## config.mk

```make
export PLATFORM = sky130hd
export DESIGN_NAME = load_store_unit
export DESIGN_NICKNAME = d
export VERILOG_FILES = /design/src/rtl/riscv_pkg.sv /design/src/rtl/lsu_load_extend.sv /design/src/rtl/load_store_unit.sv
export SDC_FILE = /design/constraint.sdc
export NUM_CORES = 1
export LEC_CHECK = 0
export BUFFER_PORTS_ARGS = -buffer_cell sky130_fd_sc_hd__buf_2
export CAP_MARGIN = 5
export CORE_AREA = 5 5 143 145
export DETAILED_ROUTE_END_ITERATION = 16
export DIE_AREA = 0 0 148 150
export MAX_ROUTING_LAYER = met4
export PLACE_DENSITY_LB_ADDON = 0.3
export SKIP_CTS_REPAIR_TIMING = 1
export SLEW_MARGIN = 25
export SYNTH_ARGS = -nofsm -noshare
export SYNTH_HDL_FRONTEND = slang
export SYNTH_SLANG_ARGS = --single-unit
```

## constraint.sdc

```tcl
create_clock -name clk_i -period 6.9 [get_ports clk_i]
set_input_delay 0.69 -clock clk_i [delete_from_list [all_inputs] [get_ports clk_i]]
set_output_delay 0.69 -clock clk_i [all_outputs]
set_load 0.05 [all_outputs]
```

## src/rtl/riscv_pkg.sv

```systemverilog
// Shared RISC-V encodings: load/store funct3, memory modes, LSU states.
// Also a helper mapping the funct3 size field to a byte count.
package riscv_pkg;

  typedef enum logic [1:0] {
    ST_IDLE   = 2'd0,
    ST_ACCESS = 2'd1,
    ST_RESP   = 2'd2
  } lsu_state_e;

  localparam logic [2:0] F3_B  = 3'b000;
  localparam logic [2:0] F3_H  = 3'b001;
  localparam logic [2:0] F3_W  = 3'b010;
  localparam logic [2:0] F3_BU = 3'b100;
  localparam logic [2:0] F3_HU = 3'b101;

  localparam logic [1:0] MODE_B = 2'b00;
  localparam logic [1:0] MODE_H = 2'b01;
  localparam logic [1:0] MODE_W = 2'b10;

  function automatic logic [2:0] lsu_size(
    input logic [1:0] sz
  );
    logic [2:0] n;
    n = 3'd4;
    unique case (sz)
      2'b00:   n = 3'd1;
      2'b01:   n = 3'd2;
      default: n = 3'd4;
    endcase
    return n;
  endfunction

endpackage

```

## src/rtl/lsu_load_extend.sv

```systemverilog
// Load data extension: funct3 + raw assembled word -> extended word.
// Ports: funct3 (in, 3), raw (in, 32), ext (out, 32).
module lsu_load_extend
  import riscv_pkg::*;
(
  input  logic [2:0]  funct3,
  input  logic [31:0] raw,
  output logic [31:0] ext
);

  always_comb begin
    ext = 32'h0;
    unique case (funct3)
      F3_B:    ext = {{24{raw[7]}}, raw[7:0]};
      F3_H:    ext = {{16{raw[15]}}, raw[15:0]};
      F3_W:    ext = raw;
      F3_BU:   ext = {24'h0, raw[7:0]};
      F3_HU:   ext = {16'h0, raw[15:0]};
      default: ext = 32'h0;
    endcase
  end

endmodule

```

## src/rtl/load_store_unit.sv

```systemverilog
// Byte-serial load/store unit: IDLE -> ACCESS (N byte cycles) -> RESP.
// Ports: req_* from execute, rsp_* strobe back, mem_* to byte memory.
module load_store_unit
  import riscv_pkg::*;
#(
  parameter int unsigned MEM_BYTES = 1024
) (
  input  logic        clk_i,
  input  logic        rst_ni,
  input  logic        req_valid_i,
  output logic        req_ready_o,
  input  logic        req_we_i,
  input  logic [2:0]  req_funct3_i,
  input  logic [31:0] req_addr_i,
  input  logic [31:0] req_wdata_i,
  output logic        rsp_valid_o,
  output logic [31:0] rsp_rdata_o,
  output logic        rsp_err_o,
  output logic        mem_we_o,
  output logic [31:0] mem_addr_o,
  output logic [1:0]  mem_mode_o,
  output logic [31:0] mem_wdata_o,
  input  logic [31:0] mem_rdata_i
);

  lsu_state_e  state_q, state_d;
  logic        we_q;
  logic [2:0]  f3_q;
  logic [31:0] addr_q;
  logic [31:0] wdata_q;
  logic [31:0] rdata_q;
  logic        err_q;
  logic [1:0]  cnt_q;

  logic        accept;
  logic        f3_bad;
  logic        range_bad;
  logic        req_err;
  logic        last;
  logic [2:0]  req_size;
  logic [2:0]  cur_size;
  logic [32:0] end_addr;
  logic [31:0] ext_data;
  logic [23:0] unused_rdata;

  assign unused_rdata = mem_rdata_i[31:8];

  assign req_ready_o = rst_ni && (state_q == ST_IDLE);
  assign accept      = req_valid_i && req_ready_o;

  assign req_size = lsu_size(req_funct3_i[1:0]);
  assign cur_size = lsu_size(f3_q[1:0]);

  // 33-bit sum so a request wrapping past 2^32 is out of range.
  assign end_addr  = {1'b0, req_addr_i} + {30'd0, req_size};
  assign range_bad = end_addr > 33'(MEM_BYTES);

  always_comb begin
    f3_bad = 1'b1;
    unique case (req_funct3_i)
      F3_B, F3_H, F3_W: f3_bad = 1'b0;
      F3_BU, F3_HU:     f3_bad = req_we_i;
      default:          f3_bad = 1'b1;
    endcase
  end

  assign req_err = f3_bad || range_bad;
  assign last    = ({1'b0, cnt_q} == (cur_size - 3'd1));

  always_comb begin
    state_d = state_q;
    unique case (state_q)
      ST_IDLE:
        if (accept)
          state_d = req_err ? ST_RESP : ST_ACCESS;
      ST_ACCESS:
        if (last)
          state_d = ST_RESP;
      ST_RESP:
        state_d = ST_IDLE;
      default:
        state_d = ST_IDLE;
    endcase
  end

  always_ff @(posedge clk_i or negedge rst_ni) begin
    if (!rst_ni) begin
      state_q <= ST_IDLE;
      we_q    <= 1'b0;
      f3_q    <= 3'b0;
      addr_q  <= 32'h0;
      wdata_q <= 32'h0;
      rdata_q <= 32'h0;
      err_q   <= 1'b0;
      cnt_q   <= 2'd0;
    end else begin
      state_q <= state_d;
      if (accept) begin
        we_q    <= req_we_i;
        f3_q    <= req_funct3_i;
        addr_q  <= req_addr_i;
        wdata_q <= req_wdata_i;
        err_q   <= req_err;
        rdata_q <= 32'h0;
        cnt_q   <= 2'd0;
      end else if (state_q == ST_ACCESS) begin
        cnt_q <= cnt_q + 2'd1;
        if (!we_q)
          rdata_q[{cnt_q, 3'b000} +: 8] <= mem_rdata_i[7:0];
      end
    end
  end

  lsu_load_extend u_ext (
    .funct3 (f3_q),
    .raw    (rdata_q),
    .ext    (ext_data)
  );

  always_comb begin
    mem_we_o    = 1'b0;
    mem_addr_o  = 32'h0;
    mem_mode_o  = 2'b00;
    mem_wdata_o = 32'h0;
    rsp_valid_o = 1'b0;
    rsp_err_o   = 1'b0;
    rsp_rdata_o = 32'h0;
    unique case (1'b1)
      (state_q == ST_ACCESS): begin
        mem_we_o    = we_q;
        mem_addr_o  = addr_q + {30'd0, cnt_q};
        mem_mode_o  = MODE_B;
        mem_wdata_o = {24'h0, wdata_q[{cnt_q, 3'b000} +: 8]};
      end
      (state_q == ST_RESP): begin
        rsp_valid_o = 1'b1;
        rsp_err_o   = err_q;
        rsp_rdata_o = (we_q || err_q) ? 32'h0 : ext_data;
      end
      default: ;
    endcase
  end

endmodule
```

[Word-level counts from Yosys, hierarchy flattened]
Index checks and enable logic that the tools add are counted.
Cells by class
  reduce and logical (&&, ||, !) cells: 14
  bitwise gates (word level): 0
  multiply operators: 0
  shift-type cells: 3
  equal/unequal tests: 16
  divide/modulo/power cells: 0
  add/sub/neg operators: 5
  order comparisons: 1
  muxes and demuxes: 21
Operators with widths (count)
  $mux W32: 6
  $pmux W32 S5: 1
  $add A32 B3 Y33: 1
  $gt A33 B11 Y1 const B: 1
  $add A32 B2 Y32: 1
  $bwmux W32: 1
  $shift A8 B7 Y32 const A: 1
  $shiftx A32 B6 Y8: 1
  $shiftx A8 B7 Y32: 1
  $eq A3 B3 Y1 const B: 4
  $pmux W3 S2: 2
  $mux W2: 5
  $mux W8: 1
  $neg A5 Y7: 1
  $eq A2 B1 Y1 const B: 3
  $eq A3 B1 Y1 const B: 2
  $eq A3 B2 Y1 const B: 2
  $logic_not A2 Y1: 3
  $logic_not A3 Y1: 2
  $ne A2 B2 Y1 const B: 2
  $pmux W2 S2: 1
  $reduce_and A2 Y1: 2
  $eq A2 B3 Y1: 1
  $mux W1: 3
  10 further kinds: 12
Storage, ports and cells
  logic and storage cells: 68
  memory bits (writable): 0
  memory bits (read-only): 0
  output and inout port bits: 102
  memories: 0
  latch bits: 0
  flip-flop bits (word level): 105

[Logic depth before layout (Yosys ltp)]
Gate-level depths: netlist of the first run.
  depth after elaboration: 8
  depth in mapped cells: 10

[Cells and area by module]
From an unflattened synthesis of the first run, not the netlist that was laid out.
Second synthesis, totals
  cells, all modules: 662
  area, all modules: 6764.0 um^2
By module, submodules not included
  load_store_unit: instances 1, area an instance 6170.9 um^2, sequential area each 2627.5 um^2, cells each 591
  lsu_load_extend: instances 1, area an instance 593.1 um^2, sequential area each 0.0 um^2, cells each 71

[Worst setup path before layout of the first run]
No wires, ideal clock.
  path type: register to output
  start: register state_q[0]
  end: output rsp_rdata_o[29]
  arrival: 2.866 ns
  stages on the path, launching flop included: 6
  required time: 6.210 ns
  buffers on the path: 1
  slack: 3.344 ns
  path through: dfrtp_1 > nor2b_1 > nor3b_1 > nand2_1 > clkbuf_1 > a21oi_1
On the way
  cells in the longest elaborated chain, start to end: 2
Ends and longest elaborated chain
  start, declared: line load_store_unit.sv:26  | lsu_state_e state_q, state_d;
  start signal, assigned: line load_store_unit.sv:97  | state_q <= state_d;
  $eq A2 B2 Y1: line load_store_unit.sv:135  | (state_q == ST_RESP): begin
  $mux W32: line load_store_unit.sv:128  | unique case (1'b1)
  end, declared: line load_store_unit.sv:17  | output logic [31:0] rsp_rdata_o,
Every way passes these cells.

[Worst setup path in the final report of the first run]
  start: register cnt_q[1]
  end: output mem_addr_o[30]
On the way
  cells in the longest elaborated chain, start to end: 2
Ends and longest elaborated chain
  start, declared: line load_store_unit.sv:33  | logic [1:0] cnt_q;
  start signal, assigned: line load_store_unit.sv:107  | cnt_q <= cnt_q + 2'd1;
  $add A32 B2 Y32: line load_store_unit.sv:131  | mem_addr_o = addr_q + {30'd0, cnt_q};
  $mux W32: line load_store_unit.sv:128
  end, declared: line load_store_unit.sv:20  | output logic [31:0] mem_addr_o,
Every way passes these cells.

==> results of run 1 <==
[where the power goes]
| group | leakage [nW] | internal [mW] | switching [mW] |
|---|---|---|---|
| combinational | 1.98 | 0.122 | 0.153 |
| clock | 0.137 | 0.252 | 0.250 |
| sequential | 1.31 | 0.685 | 0.0575 |
| total | 3.43 | 1.06 | 0.461 |
[cell usage after synthesis, types with 17 or more instances]
cell / n
a22o_1: 27
o21ai_0: 17
mux2_2: 65
nand3_1: 26
dfrtp_1: 105
xor2_1: 22
a21oi_1: 49
clkbuf_1: 19
nand2_1: 58
nor2_1: 60
buf_4: 27
and3_1: 18
[registers in the layout, summed over array words and instances, names as in the netlist]
name and cells:
state_q 2, addr_q 32, we_q 1, rdata_q 32, err_q 1, wdata_q 32, cnt_q 2, f3_q 3
[cells by family after synthesis]
logic type	Yosys count	share of synthesized area, %
xor+xnor	35	4.73
simple gates	246	19.9
buf+inv	69	5.67
other cells	1	0.0578
compound gates	119	12.1
flops	105	40.5
mux	76	14.5
fa+ha+maj	12	2.55
[how the worst max path moves through the flow]
stage	startpoint	endpoint	slack, ns
floorplan	state_q[0]$_DFFE_PN0P_	rsp_rdata_o[29]	3.34
detailed placement	cnt_q[1]$_DFFE_PN0P_	mem_addr_o[30]	3.06
finish	cnt_q[1]$_DFFE_PN0P_	mem_addr_o[30]	2.71
global route	cnt_q[1]$_DFFE_PN0P_	mem_addr_o[30]	2.38
CTS	cnt_q[1]$_DFFE_PN0P_	mem_addr_o[30]	2.65
global placement	cnt_q[1]$_DFFE_PN0P_	mem_addr_o[30]	3.06
[cell type report]
cell class,instances,area share [%]
Clock buffer,9,2.94
Clock inverter,6,0.735
Inverter,13,0.637
Multi-Input combinational cell,514,46.9
Sequential cell,105,34.3
Tap cell,238,3.89
Timing Repair Buffer,159,10.6
[per-layer routing]
layer	up-vias	routed length [um]	GRT usage, %
li1	2601	-	-
met1	2670	8140	21.8
met2	161	8290	26.0
met3	14	854	2.63
met4	0	250	4.94
met5	-	0	-
[placed cells by master (no fill, tap or decap), types with 3 or more instances in the layout]
cell type / netlist / routed
a21o_1: 4 / 4
a21oi_1: 49 / 49
a22o_1: 27 / 27
a32o_1: 3 / 3
and2_1: 4 / 3
and3_1: 18 / 18
and4_1: 5 / 5
buf_2: 6 / 153
buf_4: 27 / 6
clkbuf_16: 0 / 9
conb_1: 1 / 26
dfrtp_1: 105 / 105
ha_1: 10 / 10
inv_1: 13 / 13
inv_6: 0 / 3
mux2_2: 65 / 65
mux2i_1: 3 / 3
mux4_2: 8 / 8
nand2_1: 58 / 58
nand3_1: 26 / 26
nand4_1: 14 / 14
nor2_1: 60 / 59
nor2b_1: 14 / 14
nor3_1: 16 / 16
nor3b_1: 3 / 3
nor4_1: 3 / 3
nor4_2: 3 / 3
o211ai_1: 3 / 3
o21a_1: 3 / 3
o21ai_0: 17 / 17
or3_1: 5 / 5
xnor2_1: 13 / 13
xor2_1: 22 / 22
[worst max-delay path, cell delays in order (launching register included)]
cell and delay [ns]:
dfrtp_1 0.80, fa_1 0.35, nand3_1 0.21, nor4_4 0.42
nand2_1 0.24, nor3_2 0.43, nand3_1 0.14, xor2_1 0.16
nor2_1 0.08, buf_2 0.29
==> flow_summary.yaml, run 1 <==
grt:
  antenna_found_initial: 0
  grt_start_max_net_pins: 69
  first_global_vias: 5411
  track_usage_pct: 16.4
  grt_pass1_wl_mm: 28.2
  grt.overflow.total: 0
die:
  core.rowCount: 51
  die_x_um: 148
  core_sq_um: 19100
  dieArea_sq_um: 22200
  die_h_um: 150
  initial_core_util_pct: 34.0
  num_io_pins: 205
power:
  leakage_nw: 3.43
  p_per_area_nw_per_um2: 199
  vdd_drop_max_v: 0.000117
  p_total_mw: 1.52
outcome:
  status: "complete, no violations"
final_layout:
  fin_area_sq_um: 7660
  nets: 917
  seq_area_sq_um: 2630
  antennaDiodeCount: 0
  fillers: 1891
  post-route-util_pct: 40.1
  multi_input_area_sq_um: 3590
  areaGrowthSynthToFinish_pct: 18.1
  drive_above_1_share_pct: 32.9
  fin_cells: 1044
synthesis:
  synth-seq-area-share_pct: 40.5
  async_reset_ff_share_pct: 100
  synth_top_cell_area_share_pct: 40.5
  synth_flop_cell: "dfrtp_1"
  synthTopCellsByArea: "dfrtp_1 (41%), mux2_2 (11%), a21oi_1 (3.8%), a22o_1 (3.6%), nor2_1 (3.5%)"
  ys_types: 57
  synth_area_per_cell_sq_um: 9.79
  synth_top_cell_by_area: "dfrtp_1"
  synthesis.area_sq_um: 6490
  yosys_warnings: 0
  ys_seq_elements: 105
  netlist_instances: 663
  synth-edff-count: 0
critical_path:
  crit_type: "flop to primary output"
  ff2ff_setup_slack_ns: 4.33
  crit_path_max_fanout: 15
  reg2regPathDepth: 6
  reg2reg_from: "state_q[0]$_DFFE_PN0P_"
  reg2reg_to: "rdata_q[23]$_DFFE_PN0P_"
  startpoint_type: "flop"
  cp-end-kind: "primary output"
  required_ns: 6.21
  worstPathArrival_ns: 3.50
place:
  globalplace.congestion: 0.879
  io_buffers: 154
  dp_cells: 1029
  place_area_sq_um: 7370
  place_ws_ns: 3.06
  dp_hpwl_mm: 13.0
clocking:
  root_buffer: "clkbuf_16"
  clk-insertion-delay-late_ns: 0.36
  htree_levels: 3
  cts_made_buffers: 9
  clk_path_buf_depth: 2
  cts.clk_slew.worst_paths_ns: 0.08
  cts_tree: "built"
  clkSinkCount: 105
detailed_routing:
  vias: 5446
  wl_per_cell_um: 16.8
  drc_errors: 0
  drt_first_iter_violations: 292
  ant_nets: 0
  via_per_inst: 5.22
  drt_pass1_iterations: 5
  wl_mm: 17.5
timing:
  setup_slack_ns: 2.71
  slew_violations: 0
  finClkSkew_ns: 0.0117
  worst_pin_slew_ns: 0.925
  period_share_pct: 60.7
  fin_tns_setup_ns: 0
  rsz0062_at_grt: "false"
  finalHoldViolations: 0
  fin_crit_ns: 4.19
  slew_headroom_pct: 37.9
  hold_slack_ns: 0.307
  fmax_mhz: 239
  setup_viol: 0
job:
  cap_viol_max_count: 0
worst_hold_path:
  hold_class: "input port to async pin"
No activity file was read; power rests on OpenSTA's default activity.
==> run 2, diff against run 1 <==
==> constraint.sdc (replaced) <==
create_clock -name clk_i -period 4 [get_ports clk_i]
set_input_delay 0.4 -clock clk_i [delete_from_list [all_inputs] [get_ports clk_i]]
set_output_delay 0.4 -clock clk_i [all_outputs]
set_load 0.05 [all_outputs]
==> flow_summary.yaml, run 2 (same netlist as run 1, synthesis figures left out) <==
outcome:
  status: "complete, no violations"
grt:
  grt_start_max_net_pins: 81
  grt.overflow.total: 0
  track_usage_pct: 16.8
  first_global_vias: 5490
  grt_pass1_wl_mm: 29.0
  antenna_found_initial: 1
clocking:
  cts_tree: "built"
  cts.clk_slew.worst_paths_ns: 0.08
  root_buffer: "clkbuf_16"
  clk_path_buf_depth: 2
  clkSinkCount: 105
  cts_made_buffers: 9
  clk-insertion-delay-late_ns: 0.37
  htree_levels: 3
place:
  dp_hpwl_mm: 13.2
  io_buffers: 154
  globalplace.congestion: 0.843
  place_ws_ns: 0.792
  dp_cells: 1033
critical_path:
  crit_path_max_fanout: 6
  crit_type: "flop to primary output"
  required_ns: 3.60
  crit_chain: "ha_1 > fa_1 > nand3_1 > nor4_4 > nand2_1 > nor3_2 > nand3_1 > xor2_1 > nor2_1 > buf_2"
  reg2reg_to: "rdata_q[1]$_DFFE_PN0P_"
  reg2regPathDepth: 5
  cp_num_cells: 10
  worstPathArrival_ns: 3.08
  crit_path_frequent_cell: "nand3_1"
  cp_slowest_stage_delay_ns: 0.43
  cp-end-kind: "primary output"
  reg2reg_from: "cnt_q[0]$_DFFE_PN0P_"
  ff2ff_setup_slack_ns: 1.63
  critPathTopFamily: "simple AND/OR/NAND/NOR gates"
  startpoint_type: "flop"
  setup.worst_path.start: "addr_q[0]$_DFFE_PN0P_"
  critPathCapture: "mem_addr_o[30]"
  crit_slowest_cell: "nor3_2"
  critical_path_buf_inv_count: 1
timing:
  finalHoldViolations: 0
  finClkSkew_ns: 0.0141
  worst_pin_slew_ns: 1.00
  slew_violations: 0
  period_share_pct: 86.9
  rsz0062_at_grt: "false"
  setup_viol: 0
  slew_headroom_pct: 32.7
  fin_tns_setup_ns: 0
  fin_crit_ns: 3.48
  setup_slack_ns: 0.523
  fmax_mhz: 288
die:
  die_h_um: 150
  core_sq_um: 19100
  die_x_um: 148
  initial_core_util_pct: 34.0
  core.rowCount: 51
  num_io_pins: 205
  dieArea_sq_um: 22200
detailed_routing:
  wl_mm: 17.9
  drt_pass1_iterations: 4
  drt_first_iter_violations: 253
  drc_errors: 0
  ant_nets: 0
  via_per_inst: 5.11
  vias: 5370
  wl_per_cell_um: 17.0
final_layout:
  fin_cells: 1051
  areaGrowthSynthToFinish_pct: 18.8
  nets: 922
  final_cell_mix: "buf_2 (153), dfrtp_1 (105), mux2_2 (65), nor2_1 (60), nand2_1 (58)"
  top_regs: "addr_q: 32 flops, rdata_q: 32 flops, wdata_q: 32 flops"
  drive_above_1_share_pct: 33.1
  final_common_cell: "buf_2"
  fillers: 1927
worst_hold_path:
  hold_class: "input port to flop"
  hold_depth: 2
power:
  p_per_area_nw_per_um2: 342
  vdd_drop_max_v: 0.000204
  p_total_mw: 2.64
  leakage_nw: 3.46
job:
  cap_viol_max_count: 0
[run 2: layout make-up]
class	count	area (sq um)	share of cell area, %
clock buffers	9	225	2.92
multi-input cells	514	3590	46.6
clock inverters	7	63.8	0.828
inverters	13	48.8	0.633
repair buffers	164	855	11.1
diodes	1	2.50	0.0325
well taps	238	298	3.86
flip-flops and latches	105	2630	34.1
[run 2: routing by layer]
layer / vias up / part of all wire [%] / track usage, % / wire length, um
met5: - / 0 / - / 0
met1: 2585 / 47 / 22.0 / 8420
li1: 2625 / - / - / -
met3: 25 / 4.5 / 3.09 / 800
met2: 135 / 46 / 26.5 / 8260
met4: 0 / 2.1 / 5.54 / 381
[run 2: through the flow]
stage	util, %	hold slack, ns	area [sq um]
2_1_floorplan	-	0.104	6580
3_3_place_gp	38.8	0.352	7400
3_5_place_dp	38.8	0.354	7410
4_1_cts	40.3	-0.0357	7700
5_1_grt	40.4	0.252	7710
6_report	40.4	0.257	7710
[run 2: how the worst min path moves through the flow]
stage                         start                 endpoint
CTS                          rst_ni   addr_q[19]$_DFFE_PN0P_
detailed placement           rst_ni   addr_q[27]$_DFFE_PN0P_
global placement             rst_ni   addr_q[26]$_DFFE_PN0P_
finish              req_wdata_i[31]  wdata_q[31]$_DFFE_PN0P_
floorplan                    rst_ni    addr_q[0]$_DFFE_PN0P_
global route        req_wdata_i[20]  wdata_q[20]$_DFFE_PN0P_
[run 2: power breakdown]
group	internal (mW)	leakage, nW	switching, mW
registers	1.18	1.31	0.102
logic	0.213	2.01	0.262
clock network	0.436	0.145	0.441
total	1.83	3.46	0.805
